## src/rtl/apb_ctrl_pkg.sv

```systemverilog
// Shared state encoding, default peripheral slave map and counter sizing
// for the APB master controller and its address decoder.
package apb_ctrl_pkg;

   typedef enum logic [1:0] {
      IDLE   = 2'd0,
      SETUP  = 2'd1,
      ACCESS = 2'd2
   } apb_state_e;

   // Select-field values of the peripheral segment (address bits [11:8]).
   localparam int GPIO_IDX  = 2;
   localparam int UART_IDX  = 3;
   localparam int TIMER_IDX = 4;
   localparam int I2C_IDX   = 5;
   localparam int SPI_IDX   = 6;
   localparam int PWM_IDX   = 7;

   function automatic int cnt_width(input int timeout);
      return (timeout < 1) ? 1 : $clog2(timeout + 1);
   endfunction

endpackage

```

## src/rtl/apb_addr_decode.sv

```systemverilog
// Combinational slave-select decode: address select field -> one-hot PSEL,
// with decode_err for field values outside the mapped window.
module apb_addr_decode #(
   parameter int ADDR_W   = 12,
   parameter int NUM_SLV  = 6,
   parameter int SEL_LSB  = 8,
   parameter int SEL_W    = 4,
   parameter int SLV_BASE = 2
) (
   input  logic [ADDR_W-1:0]  addr,
   output logic [NUM_SLV-1:0] psel,
   output logic               decode_err
);

   localparam logic [SEL_W:0] BASE = (SEL_W + 1)'(SLV_BASE);

   logic [SEL_W:0] idx;
   logic           unused_addr;

   // One extra bit so a field below the base shows up as a set MSB.
   assign idx         = {1'b0, addr[SEL_LSB +: SEL_W]} - BASE;
   assign unused_addr = ^addr;

   always_comb begin
      decode_err = idx[SEL_W] || (int'(idx) >= NUM_SLV);
      psel       = '0;
      if (!decode_err) begin
         psel = NUM_SLV'(1) << idx;
      end
   end

endmodule

```

## src/rtl/apb_master_ctrl.sv

```systemverilog
// APB3 bridge master: accepts one valid/ready request at a time, runs the
// SETUP/ACCESS handshake and returns a single-cycle response pulse.
module apb_master_ctrl
   import apb_ctrl_pkg::*;
#(
   parameter int ADDR_W   = 12,
   parameter int DATA_W   = 32,
   parameter int NUM_SLV  = 6,
   parameter int SEL_LSB  = 8,
   parameter int SEL_W    = 4,
   parameter int SLV_BASE = GPIO_IDX,
   parameter int TIMEOUT  = 255
) (
   input  logic               clk,
   input  logic               rst,
   input  logic               req_valid,
   output logic               req_ready,
   input  logic               req_write,
   input  logic [ADDR_W-1:0]  req_addr,
   input  logic [DATA_W-1:0]  req_wdata,
   output logic               rsp_valid,
   output logic [DATA_W-1:0]  rsp_rdata,
   output logic               rsp_err,
   output logic [NUM_SLV-1:0] psel,
   output logic               penable,
   output logic               pwrite,
   output logic [ADDR_W-1:0]  paddr,
   output logic [DATA_W-1:0]  pwdata,
   input  logic [DATA_W-1:0]  prdata,
   input  logic               pready,
   input  logic               pslverr
);

   localparam int CNT_W = cnt_width(TIMEOUT);

   apb_state_e         state_q, state_d;
   logic [NUM_SLV-1:0] psel_q, psel_d;
   logic               pwrite_q, pwrite_d;
   logic [ADDR_W-1:0]  paddr_q, paddr_d;
   logic [DATA_W-1:0]  pwdata_q, pwdata_d;
   logic [CNT_W-1:0]   cnt_q, cnt_d;
   logic               rsp_valid_q, rsp_valid_d;
   logic               rsp_err_q, rsp_err_d;
   logic [DATA_W-1:0]  rsp_rdata_q, rsp_rdata_d;

   logic [NUM_SLV-1:0] dec_psel;
   logic               dec_err;
   logic               timeout_hit;

   apb_addr_decode #(
      .ADDR_W   (ADDR_W),
      .NUM_SLV  (NUM_SLV),
      .SEL_LSB  (SEL_LSB),
      .SEL_W    (SEL_W),
      .SLV_BASE (SLV_BASE)
   ) u_decode (
      .addr       (req_addr),
      .psel       (dec_psel),
      .decode_err (dec_err)
   );

   // The current ACCESS cycle is the TIMEOUT-th one spent waiting.
   assign timeout_hit = (TIMEOUT != 0) && ((int'(cnt_q) + 1) >= TIMEOUT);

   always_comb begin
      state_d     = state_q;
      psel_d      = psel_q;
      pwrite_d    = pwrite_q;
      paddr_d     = paddr_q;
      pwdata_d    = pwdata_q;
      cnt_d       = cnt_q;
      rsp_valid_d = 1'b0;
      rsp_err_d   = rsp_err_q;
      rsp_rdata_d = rsp_rdata_q;
      case (state_q)
         IDLE: begin
            cnt_d = '0;
            if (req_valid) begin
               pwrite_d = req_write;
               paddr_d  = req_addr;
               pwdata_d = req_wdata;
               psel_d   = dec_psel;
               if (dec_err) begin
                  rsp_valid_d = 1'b1;
                  rsp_err_d   = 1'b1;
                  rsp_rdata_d = '0;
               end else begin
                  state_d = SETUP;
               end
            end
         end
         SETUP: begin
            cnt_d   = '0;
            state_d = ACCESS;
         end
         ACCESS: begin
            if (pready) begin
               rsp_valid_d = 1'b1;
               rsp_err_d   = pslverr;
               rsp_rdata_d = (pwrite_q || pslverr) ? '0 : prdata;
               psel_d      = '0;
               state_d     = IDLE;
            end else if (timeout_hit) begin
               rsp_valid_d = 1'b1;
               rsp_err_d   = 1'b1;
               rsp_rdata_d = '0;
               psel_d      = '0;
               state_d     = IDLE;
            end else if (cnt_q != '1) begin
               cnt_d = cnt_q + 1'b1;
            end
         end
         default: begin
            psel_d  = '0;
            state_d = IDLE;
         end
      endcase
   end

   always_ff @(posedge clk or negedge rst) begin
      if (!rst) begin
         state_q     <= IDLE;
         psel_q      <= '0;
         pwrite_q    <= 1'b0;
         paddr_q     <= '0;
         pwdata_q    <= '0;
         cnt_q       <= '0;
         rsp_valid_q <= 1'b0;
         rsp_err_q   <= 1'b0;
         rsp_rdata_q <= '0;
      end else begin
         state_q     <= state_d;
         psel_q      <= psel_d;
         pwrite_q    <= pwrite_d;
         paddr_q     <= paddr_d;
         pwdata_q    <= pwdata_d;
         cnt_q       <= cnt_d;
         rsp_valid_q <= rsp_valid_d;
         rsp_err_q   <= rsp_err_d;
         rsp_rdata_q <= rsp_rdata_d;
      end
   end

   assign req_ready = (state_q == IDLE);
   assign penable   = (state_q == ACCESS);
   assign psel      = psel_q;
   assign pwrite    = pwrite_q;
   assign paddr     = paddr_q;
   assign pwdata    = pwdata_q;
   assign rsp_valid = rsp_valid_q;
   assign rsp_err   = rsp_err_q;
   assign rsp_rdata = rsp_rdata_q;

endmodule

```

## config.mk

```make
export PLATFORM = sky130hd
export DESIGN_NAME = apb_master_ctrl
export DESIGN_NICKNAME = d
export VERILOG_FILES = /design/src/rtl/apb_ctrl_pkg.sv /design/src/rtl/apb_addr_decode.sv /design/src/rtl/apb_master_ctrl.sv
export SDC_FILE = /design/constraint.sdc
export NUM_CORES = 1
export LEC_CHECK = 0
export BUFFER_PORTS_ARGS = -buffer_cell sky130_fd_sc_hd__buf_2
export CORE_MARGIN = 5
export CORE_UTILIZATION = 48
export CTS_BUF_LIST = sky130_fd_sc_hd__clkbuf_8
export CTS_CLUSTER_DIAMETER = 150
export DETAILED_ROUTE_END_ITERATION = 6
export PLACE_DENSITY = 0.81
export RECOVER_POWER = 50
export SLEW_MARGIN = 10
export SYNTH_ARGS = -nofsm -noshare
export SYNTH_HDL_FRONTEND = slang
export SYNTH_SLANG_ARGS = --single-unit
```

## constraint.sdc

```tcl
create_clock -name clk -period 5.9 [get_ports clk]
set_input_delay 0.59 -clock clk [delete_from_list [all_inputs] [get_ports clk]]
set_output_delay 0.59 -clock clk [all_outputs]
set_load 0.03 [all_outputs]
```

# ---- Word level (Yosys, flattened, before mapping)
# Index checks and enable logic that the tools add are counted.
dict set report classes {
  n_eq_ne 10
  magnitude_cmp 2
  bitwise 1
  muxes 30
  n_shift 1
  reduce_logical 11
  n_addsub 3
}
# op n
set ops {}
lappend ops {{$mux W32} 5}
lappend ops {{$pmux W32 S2} 1}
lappend ops {{$mux W6} 4}
lappend ops {{$mux W8} 3}
lappend ops {{$pmux W6 S3} 1}
lappend ops {{$pmux W8 S2} 1}
lappend ops {{$add A8 B1 Y9 const B} 1}
lappend ops {{$ge A9 B8 Y1 const B} 1}
lappend ops {{$add A8 B1 Y8 const B} 1}
lappend ops {{$mux W1} 8}
lappend ops {{$mux W2} 4}
lappend ops {{$ne A2 B2 Y1 const B} 4}
lappend ops {{$ne A8 B8 Y1 const B} 1}
lappend ops {{$reduce_and A4 Y1} 2}
lappend ops {{$pmux W2 S3} 1}
lappend ops {{$reduce_and A3 Y1} 2}
lappend ops {{$shl A1 B5 Y6 const A} 1}
lappend ops {{$ge A5 B3 Y1 const B} 1}
lappend ops {{$sub A4 B2 Y5 const B} 1}
lappend ops {{$ne A2 B1 Y1 const B} 2}
lappend ops {{$pmux W1 S2} 2}
lappend ops {{$reduce_bool A2 Y1} 2}
lappend ops {{$ne A3 B1 Y1 const B} 1}
lappend ops {{$eq A2 B1 Y1 const B} 1}
lappend ops {{6 further kinds} 7}
dict set report word_totals {
  reg_bits 95
  inputBits 82
  output_inout_bits 87
  wordCells 67
}

# ---- Depth between registers and ports, before layout
# Gate-level depths: netlist of run 1.
dict set report logic_depth {
  depth_word 6
  mapped_depth 9
  mapped_depth_nobuf 9
}

# ---- Modules after synthesis
# From an unflattened synthesis of run 1, not the netlist that was laid out.
dict set report hier_totals {
  hier_cells 328
  area_unflattened_um2 4221.5
}
# module cells_per_inst seq_area_each_um2 area_each_um2 n_inst
set modules_own_cells {}
lappend modules_own_cells {apb_master_ctrl 309 2377.3 4081.4 1}
lappend modules_own_cells {apb_addr_decode 19 0.0 140.1 1}

# ---- Worst setup path before layout of run 1
# Ideal clock, no wire load.
dict set report synth_timing {
  path_type {in2reg}
  start {in req_addr[9]}
  end {reg rsp_rdata_q[10] (netlist: rsp_rdata[10])}
  path_buffers 1
  path_stages 9
  required_time_ps 5779
  path_slack_ps 3704
  setup_time_ps 121
  t_arrival_ps 2076
  cell_sequence {inv_1 > ha_1 > or2_2 > a21oi_1 > o31ai_1 > nand2b_1 > o21ai_4 > buf_6 > a22o_1}
}
dict set report synth_between {
  elab_chain_cells 5
}
# element line
set synth_rtl {}
lappend synth_rtl {{start: declaration} apb_master_ctrl.sv:19} ;# input logic [ADDR_W-1:0] req_addr,
lappend synth_rtl {{$sub A4 B2 Y5 (*)} apb_addr_decode.sv:21} ;# assign idx = {1'b0, addr[SEL_LSB +: SEL_W]} - BASE;
lappend synth_rtl {{$ge A5 B3 Y1} apb_addr_decode.sv:25} ;# decode_err = idx[SEL_W] || (int'(idx) >= NUM_SLV);
lappend synth_rtl {{$logic_or A1 B1 Y1 (*)} apb_addr_decode.sv:25}
lappend synth_rtl {{$ne A2 B1 Y1 (no source line) (*)} n/a}
lappend synth_rtl {{$reduce_and A4 Y1 (no source line) (*)} n/a}
lappend synth_rtl {{end signal: assignment} apb_master_ctrl.sv:140} ;# rsp_rdata_q <= rsp_rdata_d;
lappend synth_rtl {{end: declaration} apb_master_ctrl.sv:44} ;# logic [DATA_W-1:0] rsp_rdata_q, rsp_rdata_d;
# Mark *: on every way between the ends. The rest lies on a longest branch, timed or not.
# A chain may end at the register's enable or synchronous reset.

# ---- Worst setup path in the final report of run 1
dict set report layout_timing {
  start {in req_addr[9]}
  end {reg rsp_err_q (netlist: rsp_err)}
}
dict set report layout_between {
  elab_chain_cells 5
}
# element line
set layout_rtl {}
lappend layout_rtl {{$sub A4 B2 Y5 (*)} apb_addr_decode.sv:21}
lappend layout_rtl {{$ge A5 B3 Y1} apb_addr_decode.sv:25}
lappend layout_rtl {{$logic_or A1 B1 Y1 (*)} apb_addr_decode.sv:25}
lappend layout_rtl {{$ne A2 B1 Y1 (no source line) (*)} n/a}
lappend layout_rtl {{$reduce_and A4 Y1 (no source line) (*)} n/a}
lappend layout_rtl {{end signal: assignment} apb_master_ctrl.sv:139} ;# rsp_err_q <= rsp_err_d;
lappend layout_rtl {{end: declaration} apb_master_ctrl.sv:43} ;# logic rsp_err_q, rsp_err_d;
# Marks and branches as above.

==> flow_summary_export.csv, run 1 <==
group,metric,value,unit
run_status,outcome,"finished, violations left",
run_status,violations,"max-capacitance violations, max-slew violations",
logic_synthesis,yosysWarningCount,0,
worst_setup_path,cp-start-kind,"primary input",
floorplan,die_height,99.8,um
cells_and_area,layout.nets,534,
worst_setup_path,cp-end-kind,"register",
floorplan,initial_core_util,49.6,%
worst_setup_path,critical_path_depth,10,
cells_and_area,antenna_cells,0,
logic_synthesis,netlist_top_cells_area,"dfrtp_1 (61%), mux2_2 (13%), a22o_1 (7.7%)",
global_routing,grt_pass1_wl,15.4,mm
detailed_routing,antenna_left,0,
power_and_ir_drop,internal_power,1.12,mW
worst_setup_path,path_cells,"buf_2, inv_1, ha_1, or2_2, a21oi_1, o31ai_1, nand2_1, o21ai_4, inv_1, o21a_1",
logic_synthesis,synth-seq-cells,95,
power_and_ir_drop,seqPwrFrac,46.4,%
worst_setup_path,cp_common_cell,"inv_1",
place,dpl_worst_slack,2.92,ns
place,dpl.hpwl,6.92,mm
logic_synthesis,synth_nets,368,
sta,fmax,0.383,GHz
worst_setup_path,r2r-end,"rsp_err$_DFFE_PN0P_",
sta,rsz0062_at_grt,"no",
worst_setup_path,critPathKind,"primary input to register",
global_routing,grt_util_met1,24.1,%
sta,max_slew_margin,-25.4,%
floorplan,core,7810,um^2
worst_setup_path,rr_startpoint,"cnt_q[0]$_DFFE_PN0P_",
sta,finalSetupViolations,0,
sta,worst_slew_pin_slew,1.88,ns
clock_network,cts.path.max_buffers,2,
detailed_routing,drcViolationCount,0,
power_and_ir_drop,power_frac_clock,26.0,%
logic_synthesis,synth_area,3870,um^2
worst_setup_path,crit_arrival,2.85,ns
clock_network,clkLatencyLatePin,0.35,ns
hold_path,hold_start,"prdata[19]",
worst_setup_path,crit_buf_inv,3,
clock_network,cts_tree,"yes",
detailed_routing,drt_iter0_drc,86,
sta,fin_skew,0.0112,ns
clock_network,h-tree-depth,3,
worst_setup_path,crit_fanout,33,
job,cap_viol_max_count,1,
floorplan,std_cell_rows,32,
global_routing,grt_use_met3,8.06,%
detailed_routing,vias,2854,
place,port_buffers,168,
power_and_ir_drop,combPwrFrac,27.5,%
worst_setup_path,slowest_delay,0.67,ns
clock_network,cts_inserted_buffers,9,
worst_setup_path,reg2regPathDepth,8,
logic_synthesis,synth_top_cell_by_area,"dfrtp_1",
clock_network,cts_setup_buffers,0,
clock_network,clk_pin_slew,0.09,ns
detailed_routing,wl_per_cell,16.9,um
detailed_routing,routed_wl,9.37,mm
floorplan,dieArea,9960,um^2
hold_path,min_path_type,"primary input to register",
hold_path,whs_path_depth,2,
logic_synthesis,synth.distinct_cells,41,
cells_and_area,area_growth,27.7,%
power_and_ir_drop,p_sw_share,34.8,%
sta,fin_crit_sh,44.2,%
floorplan,die_w,99.8,um
logic_synthesis,syn_inst,282,
power_and_ir_drop,p_sw,0.596,mW
floorplan,io_pins,169,
logic_synthesis,ys_seq_area_share,61.4,%
hold_path,hold-path-endpoint,"rsp_rdata[19]$_DFFE_PN0P_",
sta,finalSetupTns,0,ns
power_and_ir_drop,ir_drop,0.227,mV
global_routing,grt_pass1_vias,3106,
global_routing,grt_max_degree,61,
power_and_ir_drop,power.leakage,2.41,nW
detailed_routing,drt_pass1_iterations,4,
sta,slew_violations,37,
worst_setup_path,rrSetupSlack,3.34,ns
sta,finalWorstSetupSlack,3.29,ns
global_routing,gr-usage-all-layers,19.5,%
sta,holdWs,0.455,ns
global_routing,grt-busiest-layer,"met2",
clock_network,clock_sinks,95,
sta,hold_violations,0,
worst_setup_path,cpLargestDelayFamily,"compound AO/OA/AOI/OAI gates",
logic_synthesis,synth_top_area_share,61.4,%
global_routing,globalRouteOverflowTotal,0,
clock_network,clock-root-buffer,"clkbuf_8",
global_routing,grt_use_met2,30.4,%
cells_and_area,final_area,4940,um^2
place,gp_congestion,0.888,
sta,fin_crit,2.61,ns
cells_and_area,fin_util,63.3,%
worst_setup_path,worstPathRequired,6.14,ns
clock_network,cts_hold_buf,0,
worst_setup_path,slowest_stage,"o21ai_4",
cells_and_area,drive_gt1_share,42.8,%
global_routing,grt_antenna_before_repair,0,
clock_network,ctsResizeCount,0,
place,dpl_cell_area,4780,um^2
power_and_ir_drop,power_density,347,nW/um^2
logic_synthesis,avgSynthCellArea,13.7,um^2
detailed_routing,viasPerCell,5.14,
==> cells by family after synthesis <==
group	share of synthesized area [%]
flip-flops	61.4
AO/OA/AOI/OAI	12.2
AND/OR/NAND/NOR	7.18
multiplexers	13.9
buffers and inverters	2.91
XOR/XNOR	1.13
adder cells (fa/ha/maj)	1.29
==> state kept, by name, indices dropped and copies added (netlist names) <==
signal     cells
pwrite         1
cnt_q          8
psel           6
rsp_rdata     32
rsp_err        1
pwdata        32
rsp_valid      1
state_q        2
paddr         12
==> cells in the final DEF, fill, tap and decap left out, types with 5 or more instances in the layout <==
cell type and n:
a22o_1 34, and2_1 5, buf_2 124, clkbuf_1 44
clkbuf_8 11, dfrtp_1 95, inv_1 7, mux2_2 45
nand2_1 10, nand2b_1 6, nand3_1 7, nor2_1 8
==> how the worst max path moves through the flow <==
stage / startpoint / endpoint / slack, ns
after global routing: rst / psel[2]$_DFFE_PN0P_ / 3.00
after CTS: req_addr[9] / rsp_err$_DFFE_PN0P_ / 3.29
after detailed placement: req_addr[9] / rsp_err$_DFFE_PN0P_ / 2.92
final: req_addr[9] / rsp_err$_DFFE_PN0P_ / 3.29
after floorplan: req_addr[9] / rsp_rdata[10]$_DFFE_PN0P_ / 3.70
after global placement: req_addr[9] / rsp_err$_DFFE_PN0P_ / 3.05
==> through the flow <==
step           cells  total power [mW]
2_1_floorplan    282              1.13
3_3_place_gp     539              1.28
3_5_place_dp     539              1.30
4_1_cts          555              1.75
5_1_grt          555              1.81
6_report         555              1.71
==> area by class of cell <==
cell class,instances,area (um^2)
clock buffer,11,151
clock inverter,5,63.8
fill,647,2860
inverter,7,26.3
multi-input combinational,165,1400
sequential,95,2380
tap,102,128
timing repair buffer,170,801
==> power groups by stage <==
stage	registers, mW	logic [mW]	clock network (mW)
2_1_floorplan	0.980	0.148	0
3_3_place_gp	0.801	0.484	0
3_5_place_dp	0.805	0.493	0
4_1_cts	0.795	0.493	0.462
5_1_grt	0.811	0.505	0.495
6_report	0.796	0.472	0.447
==> cell usage after synthesis (all sizes together) <==
library cell   n
o22ai          1
buf            9
o211ai         1
o21bai         1
o31ai          1
nand2b         6
a21oi          1
clkbuf         6
mux2          45
nor3           3
nand3          7
a22o          34
and2           5
or3            2
o21ai          6
nand3b         1
a31oi          1
a211oi         1
o2bb2ai        4
and4           1
nor4           1
xor2           2
o21a           1
a32oi          1
nor2b          2
a21boi         2
dfrtp         95
inv            7
nor2          10
mux2i          3
xnor2          3
ha             4
nand2         10
or2            1
nand4          3
a21o           1
==> layer usage <==
metal	vias to the layer above	wire length, um	part of all wire [%]
li1	1354	-	-
met1	1367	3770	40
met2	125	4400	47
met3	8	1070	11
met4	0	131	1.4
met5	-	0	0
No activity file was read; power rests on OpenSTA's default activity.
==> inputs of run 2 (changes only) <==
--- a/config.mk
+++ b/config.mk
@@ -7,11 +7,11 @@
 export LEC_CHECK = 0
 export BUFFER_PORTS_ARGS = -buffer_cell sky130_fd_sc_hd__buf_2
 export CORE_MARGIN = 5
-export CORE_UTILIZATION = 48
+export CORE_UTILIZATION = 44
 export CTS_BUF_LIST = sky130_fd_sc_hd__clkbuf_8
 export CTS_CLUSTER_DIAMETER = 150
 export DETAILED_ROUTE_END_ITERATION = 6
-export PLACE_DENSITY = 0.81
+export PLACE_DENSITY = 0.78
 export RECOVER_POWER = 50
 export SLEW_MARGIN = 10
 export SYNTH_ARGS = -nofsm -noshare
==> constraint.sdc (replaced) <==
create_clock -name clk -period 2.15 [get_ports clk]
set_input_delay 0.215 -clock clk [delete_from_list [all_inputs] [get_ports clk]]
set_output_delay 0.215 -clock clk [all_outputs]
set_load 0.03 [all_outputs]
==> run 2 against run 1 <==
The flow now finishes without violations. Final cell count increased by 3.2%. Sequential cell count did not move. Die area increased by 8.2%. Clock-buffer cell count down 1. Global-route usage shrank 1.3 points. First-iteration DRC count fell by 9.3%.
==> flow_summary_export.csv, run 2 (synthesis results as in run 1) <==
group,metric,value,unit
clock_network,clk_pin_slew,0.09,ns
sta,finalWorstSetupSlack,0.104,ns
power_and_ir_drop,power.total,4.63,mW
sta,finalSetupViolations,0,
worst_setup_path,worstPathRequired,2.40,ns
detailed_routing,drt_iter0_drc,78,
worst_setup_path,critPathKind,"register to register",
clock_network,cts_tree,"yes",
power_and_ir_drop,seqPwrFrac,47.0,%
cells_and_area,antenna_cells,0,
cells_and_area,drive_gt1_share,44.7,%
power_and_ir_drop,p_sw,1.68,mW
clock_network,cts.path.max_buffers,2,
global_routing,grt_antenna_before_repair,0,
worst_setup_path,cp-end-kind,"register",
hold_path,hold-path-endpoint,"rsp_rdata[8]$_DFFE_PN0P_",
power_and_ir_drop,combPwrFrac,29.2,%
global_routing,globalRouteOverflowTotal,0,
detailed_routing,antenna_left,0,
global_routing,grt_util_met1,22.1,%
sta,slew_violations,0,
place,dpl_worst_slack,0.0571,ns
clock_network,clkLatencyLatePin,0.36,ns
global_routing,gr-usage-all-layers,18.2,%
global_routing,grt-busiest-layer,"met2",
power_and_ir_drop,power_density,916,nW/um^2
worst_setup_path,r2r-end,"rsp_rdata[28]$_DFFE_PN0P_",
worst_setup_path,slowest_stage,"dfrtp_2",
worst_setup_path,path_cells,"ha_4, nand4_1, mux2i_1, nand3_1, a211oi_4, buf_4, o21ai_4, buf_12, a22o_1",
global_routing,grt_use_met3,7.03,%
worst_setup_path,crit_fanout,32,
clock_network,cts_inserted_buffers,9,
place,gp_congestion,0.885,
detailed_routing,drt_pass1_iterations,4,
cells_and_area,area_growth,30.6,%
cells_and_area,final_common_cell,"buf_2",
detailed_routing,wl_per_cell,17.0,um
detailed_routing,routed_wl,9.72,mm
detailed_routing,drcViolationCount,0,
power_and_ir_drop,ir_drop,0.478,mV
sta,max_slew_margin,49.0,%
global_routing,grt_use_met2,29.6,%
floorplan,core,8640,um^2
sta,fmax,0.489,GHz
worst_setup_path,rr_startpoint,"cnt_q[0]$_DFFE_PN0P_",
place,port_buffers,168,
detailed_routing,viasPerCell,5.11,
worst_setup_path,rrSetupSlack,0.10,ns
sta,fin_crit_sh,95.2,%
run_status,outcome,"finished, final reports clean",
power_and_ir_drop,power.leakage,2.46,nW
sta,fin_crit,2.05,ns
job,cap_viol_max_count,0,
sta,fin_skew,0.00781,ns
cells_and_area,fill_cells,756,
power_and_ir_drop,internal_power,2.95,mW
floorplan,initial_core_util,44.8,%
clock_network,clock-root-buffer,"clkbuf_8",
floorplan,die_height,104,um
clock_network,clock_sinks,95,
worst_setup_path,slowest_delay,0.41,ns
detailed_routing,vias,2930,
worst_setup_path,cp-start-kind,"register",
worst_setup_path,crit_arrival,2.29,ns
floorplan,dieArea,10800,um^2
cells_and_area,layout_common_cells,"buf_2 (124), dfrtp_1 (93), mux2_2 (45), clkbuf_1 (43), a22o_1 (34)",
floorplan,io_pins,169,
sta,hold_violations,0,
place,dpl.hpwl,7.13,mm
sta,worst_slew_pin_slew,0.764,ns
global_routing,grt_pass1_vias,3218,
global_routing,grt_max_degree,46,
hold_path,min_path_type,"primary input to register",
clock_network,h-tree-depth,3,
worst_setup_path,reg2regPathDepth,9,
hold_path,whs_path_depth,2,
global_routing,grt_pass1_wl,16.2,mm
hold_path,hold_start,"prdata[8]",
power_and_ir_drop,power_frac_clock,23.8,%
floorplan,std_cell_rows,34,
power_and_ir_drop,p_sw_share,36.3,%
floorplan,die_w,104,um
cells_and_area,layout.nets,546,
worst_setup_path,crit_start,"cnt_q[0]$_DFFE_PN0P_",
[run 2: cell types whose count changed in the layout (fill, tap and decap cells not counted), moves of 2 or more]
cell,previous run,this run
dfrtp_2,0,2
buf_4,2,8
buf_12,0,3
dfrtp_1,95,93
clkbuf_2,0,2
[run 2: worst max-delay path by stage]
stage / to / depth (start not counted) / slack [ns]
after floorplan: rsp_rdata[10]$_DFFE_PN0P_ / 9 / 0.13
after global placement: psel[0]$_DFFE_PN0P_ / 8 / 0.12
after detailed placement: psel[4]$_DFFE_PN0P_ / 8 / 0.06
after CTS: psel[4]$_DFFE_PN0P_ / 8 / 0.03
after global routing: rsp_rdata[1]$_DFFE_PN0P_ / 9 / -0.008
final: rsp_rdata[28]$_DFFE_PN0P_ / 9 / 0.10
[run 2: through the flow]
stage	TNS, ns	util, %	hold slack [ns]	instances	area, um^2
2_1_floorplan	0	-	-0.0806	282	3870
3_3_place_gp	0	56.7	0.178	553	4900
3_5_place_dp	0	56.7	0.183	553	4900
4_1_cts	0	59.0	0.0523	570	5090
5_1_grt	-0.0141	58.6	0.0553	573	5060
6_report	0	58.6	0.0665	573	5060
[run 2: repair_timing]
| action | in CTS | in global routing |
|---|---|---|
| setup endpoints to repair | 0 | 42 |
| hold endpoints to repair | 29 | 0 |
| gates resized for setup | 0 | 5 |
| hold buffers | 1 | 0 |
| buffers inserted | 0 | 3 |
[run 2: layout make-up]
type | instances | area [um^2] | share of cell area (%)
multi-input cells | 165 | 1400 | 27.8
repair buffers | 182 | 930 | 18.4
clock buffers | 10 | 138 | 2.72
flip-flops and latches | 95 | 2380 | 47.1
inverters | 7 | 26.3 | 0.520
well taps | 108 | 135 | 2.67
clock inverters | 6 | 45.0 | 0.891
[run 2: routing by layer]
| metal | wire length (um) | share of wire (%) |
|---|---|---|
| met5 | 0 | 0 |
| met4 | 142 | 1.5 |
| met3 | 925 | 9.5 |
| met2 | 4740 | 49 |
| met1 | 3910 | 40 |
[run 2: worst max-delay path: cells and delay by family (launching register included)]
kind / cells / cell delay [ns]
DFF: 1 / 0.41
AOI/OAI and AO/OA: 3 / 0.61
and+or+nand+nor: 2 / 0.25
muxes: 1 / 0.16
buffers and inverters: 2 / 0.32
adders and majority gates: 1 / 0.17
[run 2: power groups by stage]
stage	Sequential (mW)	Clock, mW	Combinational, mW
floorplan	2.69	0	0.406
global placement	2.19	0	1.37
detailed placement	2.20	0	1.40
CTS	2.18	1.13	1.41
global route	2.21	1.22	1.44
finish	2.18	1.11	1.35
==> inputs of run 3 (changes only) <==
--- a/config.mk
+++ b/config.mk
@@ -5,9 +5,10 @@
 export SDC_FILE = /design/constraint.sdc
 export NUM_CORES = 1
 export LEC_CHECK = 0
+export ABC_AREA = 1
 export BUFFER_PORTS_ARGS = -buffer_cell sky130_fd_sc_hd__buf_2
 export CORE_MARGIN = 5
-export CORE_UTILIZATION = 44
+export CORE_UTILIZATION = 45
 export CTS_BUF_LIST = sky130_fd_sc_hd__clkbuf_8
 export CTS_CLUSTER_DIAMETER = 150
 export DETAILED_ROUTE_END_ITERATION = 6
==> run 3 against run 2 <==
Critical path depth increased by 2. Highest routed layer unchanged. Worst setup slack better by 0.12 ns. Via count is 16% higher. Register-to-register slack improved by 0.12 ns. Core utilization decreased by 0.36 points. Critical path type unchanged. Clock-buffer cell count unchanged. Sequential share of layout area fell by 0.67 points. Sequential power increased by 24%.
==> flow_summary_export.csv, run 3 <==
group,metric,value,unit
floorplan,die_height,106,um
logic_synthesis,synth_nets,489,
global_routing,globalRouteOverflowTotal,0,
global_routing,grt_use_met3,5.26,%
worst_setup_path,cp-end-kind,"register",
worst_setup_path,rrSetupSlack,0.22,ns
sta,fin_crit_sh,89.6,%
place,gp_congestion,0.857,
logic_synthesis,ys_seq_area_share,57.9,%
worst_setup_path,crit_start,"cnt_q[0]$_DFFE_PN0P_",
global_routing,grt_antenna_before_repair,1,
clock_network,cts_inserted_buffers,9,
hold_path,hold_start,"prdata[2]",
detailed_routing,drcViolationCount,0,
logic_synthesis,netlist_top_cells_area,"dfrtp_1 (58%), nand2_1 (11%), mux2_2 (11%)",
clock_network,cts.path.max_buffers,2,
detailed_routing,wl_per_cell,14.5,um
sta,fmax,0.519,GHz
cells_and_area,layout_common_cells,"nand2_1 (122), dfrtp_1 (95), clkbuf_1 (84), buf_2 (83), nand3_1 (49)",
floorplan,initial_core_util,46.6,%
cells_and_area,fin_util,58.2,%
clock_network,clkLatencyLatePin,0.34,ns
floorplan,dieArea,11100,um^2
logic_synthesis,avgSynthCellArea,10.2,um^2
floorplan,core,8810,um^2
detailed_routing,antenna_left,0,
worst_setup_path,worstPathRequired,2.39,ns
power_and_ir_drop,ir_drop,0.732,mV
logic_synthesis,syn_inst,403,
logic_synthesis,synth-compound-area-share,1.28,%
place,port_buffers,168,
sta,slew_violations,0,
clock_network,clock_sinks,95,
worst_setup_path,critPathKind,"register to register",
worst_setup_path,cp-start-kind,"register",
global_routing,grt_use_met2,29.3,%
sta,worst_slew_pin_slew,1.04,ns
sta,finalWorstSetupSlack,0.224,ns
detailed_routing,drt_pass1_iterations,4,
logic_synthesis,synth.distinct_cells,25,
worst_setup_path,crit_arrival,2.16,ns
logic_synthesis,synth-simple-area-share,22.6,%
logic_synthesis,synth_xor_area_share,0.213,%
detailed_routing,viasPerCell,4.94,
job,cap_viol_max_count,0,
logic_synthesis,synth_top_cell_by_area,"dfrtp_1",
sta,finalSetupViolations,0,
worst_setup_path,rr_startpoint,"cnt_q[0]$_DFFE_PN0P_",
detailed_routing,routed_wl,9.98,mm
logic_synthesis,yosysWarningCount,0,
cells_and_area,drive_gt1_share,28.2,%
detailed_routing,drt_iter0_drc,128,
run_status,outcome,"finished, final reports clean",
logic_synthesis,synth_top_family_by_area,"simple AND/OR/NAND/NOR gates",
logic_synthesis,synth_top_area_share,57.9,%
logic_synthesis,synth-seq-cells,95,
global_routing,grt-busiest-layer,"met2",
sta,holdWs,0.0655,ns
worst_setup_path,crit_fanout,34,
clock_network,clk_pin_slew,0.10,ns
logic_synthesis,synthAdderAreaFrac,1.22,%
logic_synthesis,synth-edff-count,0,
logic_synthesis,async_flop_share,100,%
clock_network,clock-root-buffer,"clkbuf_8",
sta,fin_skew,0.0108,ns
hold_path,min_path_type,"primary input to register",
cells_and_area,layout.nets,658,
power_and_ir_drop,power_density,1310,nW/um^2
global_routing,grt_pass1_vias,3596,
cells_and_area,final_common_cell,"nand2_1",
logic_synthesis,ys.flop_type,"dfrtp_1",
power_and_ir_drop,power.total,6.69,mW
global_routing,grt_max_degree,56,
cells_and_area,area_growth,24.8,%
sta,rsz0062_at_grt,"no",
logic_synthesis,yosys-top-cells-count,"nand2_1 (124), dfrtp_1 (95), nand3_1 (49)",
place,dpl.hpwl,7.52,mm
power_and_ir_drop,power.leakage,2.58,nW
global_routing,grt_pass1_wl,16.6,mm
sta,max_slew_margin,30.8,%
sta,fin_crit,1.93,ns
detailed_routing,vias,3391,
clock_network,h-tree-depth,3,
global_routing,gr-usage-all-layers,18.0,%
cells_and_area,fill_cells,857,
place,dpl_worst_slack,0.175,ns
global_routing,grt_util_met1,23.0,%
sta,hold_violations,0,
sta,finalSetupTns,0,ns
floorplan,io_pins,169,
logic_synthesis,synth_area,4110,um^2
logic_synthesis,synthMostInstantiatedCell,"nand2_1",
clock_network,cts_tree,"yes",
logic_synthesis,muxShareOfSynthArea,11.2,%
floorplan,std_cell_rows,34,
floorplan,die_w,106,um
run 3: changes by cell type in the layout (fill, tap and decap cells not counted), moves of 6 or more:
cell,delta
nand2_1,+112
buf_2,-41
clkbuf_1,+41
a22o_1,-34
nand2b_1,-6
nor2_1,+12
inv_1,+12
nand3_1,+42
run 3: worst paths after layout:
kind,cells after the start,end
worst max register to register,11,rsp_rdata[8]$_DFFE_PN0P_
min in group asynchronous,2,state_q[0]$_DFFE_PN0P_
worst max-delay path,11,rsp_rdata[8]$_DFFE_PN0P_
worst min-delay path,3,rsp_rdata[2]$_DFFE_PN0P_
worst min register to register,2,paddr[11]$_DFFE_PN0P_
max in group asynchronous,3,pwdata[6]$_DFFE_PN0P_
run 3: cell type report:
cell class / instances / area, um^2 / share of cell area [%]
clock buffer: 10 / 138 / 2.69
antenna: 1 / 2.50 / 0.0488
multi-input combinational: 268 / 1520 / 29.6
sequential: 95 / 2380 / 46.4
timing repair buffer: 175 / 820 / 16.0
clock inverter: 6 / 45.0 / 0.879
tap: 108 / 135 / 2.64
inverter: 23 / 88.8 / 1.73
run 3: cell families (layout without fill, tap and decap cells):
logic type,after synthesis,count (layout)
flops,95,95
mux,41,41
other cells,0,1
buf+inv,40,214
xor+xnor,1,1
fa+ha+maj,4,4
simple gates,212,212
compound gates,10,10
run 3: metrics by stage:
stage / instance area, um^2 / std cells
6_report: 5120 / 686
5_1_grt: 5120 / 686
4_1_cts: 5220 / 685
3_5_place_dp: 5020 / 668
3_3_place_gp: 5020 / 668
2_1_floorplan: 4110 / 403
run 3: timing repair:
item | in CTS | in global routing
hold buffers | 1 | 0
endpoints found under the hold margin | 40 | 0
gates resized for setup | 0 | 3
setup buffers | 0 | 0
setup endpoints to repair | 0 | 18
run 3: critical path, cell delays in order (launching register included):
cell and delay [ns]:
dfrtp_1 0.44, ha_1 0.25, nand2_1 0.09, inv_1 0.06, nor2_1 0.13, nand3_1 0.09
nor2_1 0.16, nand3_2 0.11, nand2_2 0.12, nand2_8 0.15, nand3_1 0.14, nand2_1 0.06
run 3: power breakdown:
part	leakage (nW)	total (mW)	switching (mW)	internal, mW
Sequential	1.21	2.71	0.341	2.37
Clock	0.0907	1.08	0.616	0.459
Combinational	1.28	2.90	2.08	0.825
run 3: per-layer routing:
metal,up-vias,share of wire (%)
li1,1640,-
met1,1581,42
met2,151,46
met3,19,9.4
met4,0,2.2
met5,-,0
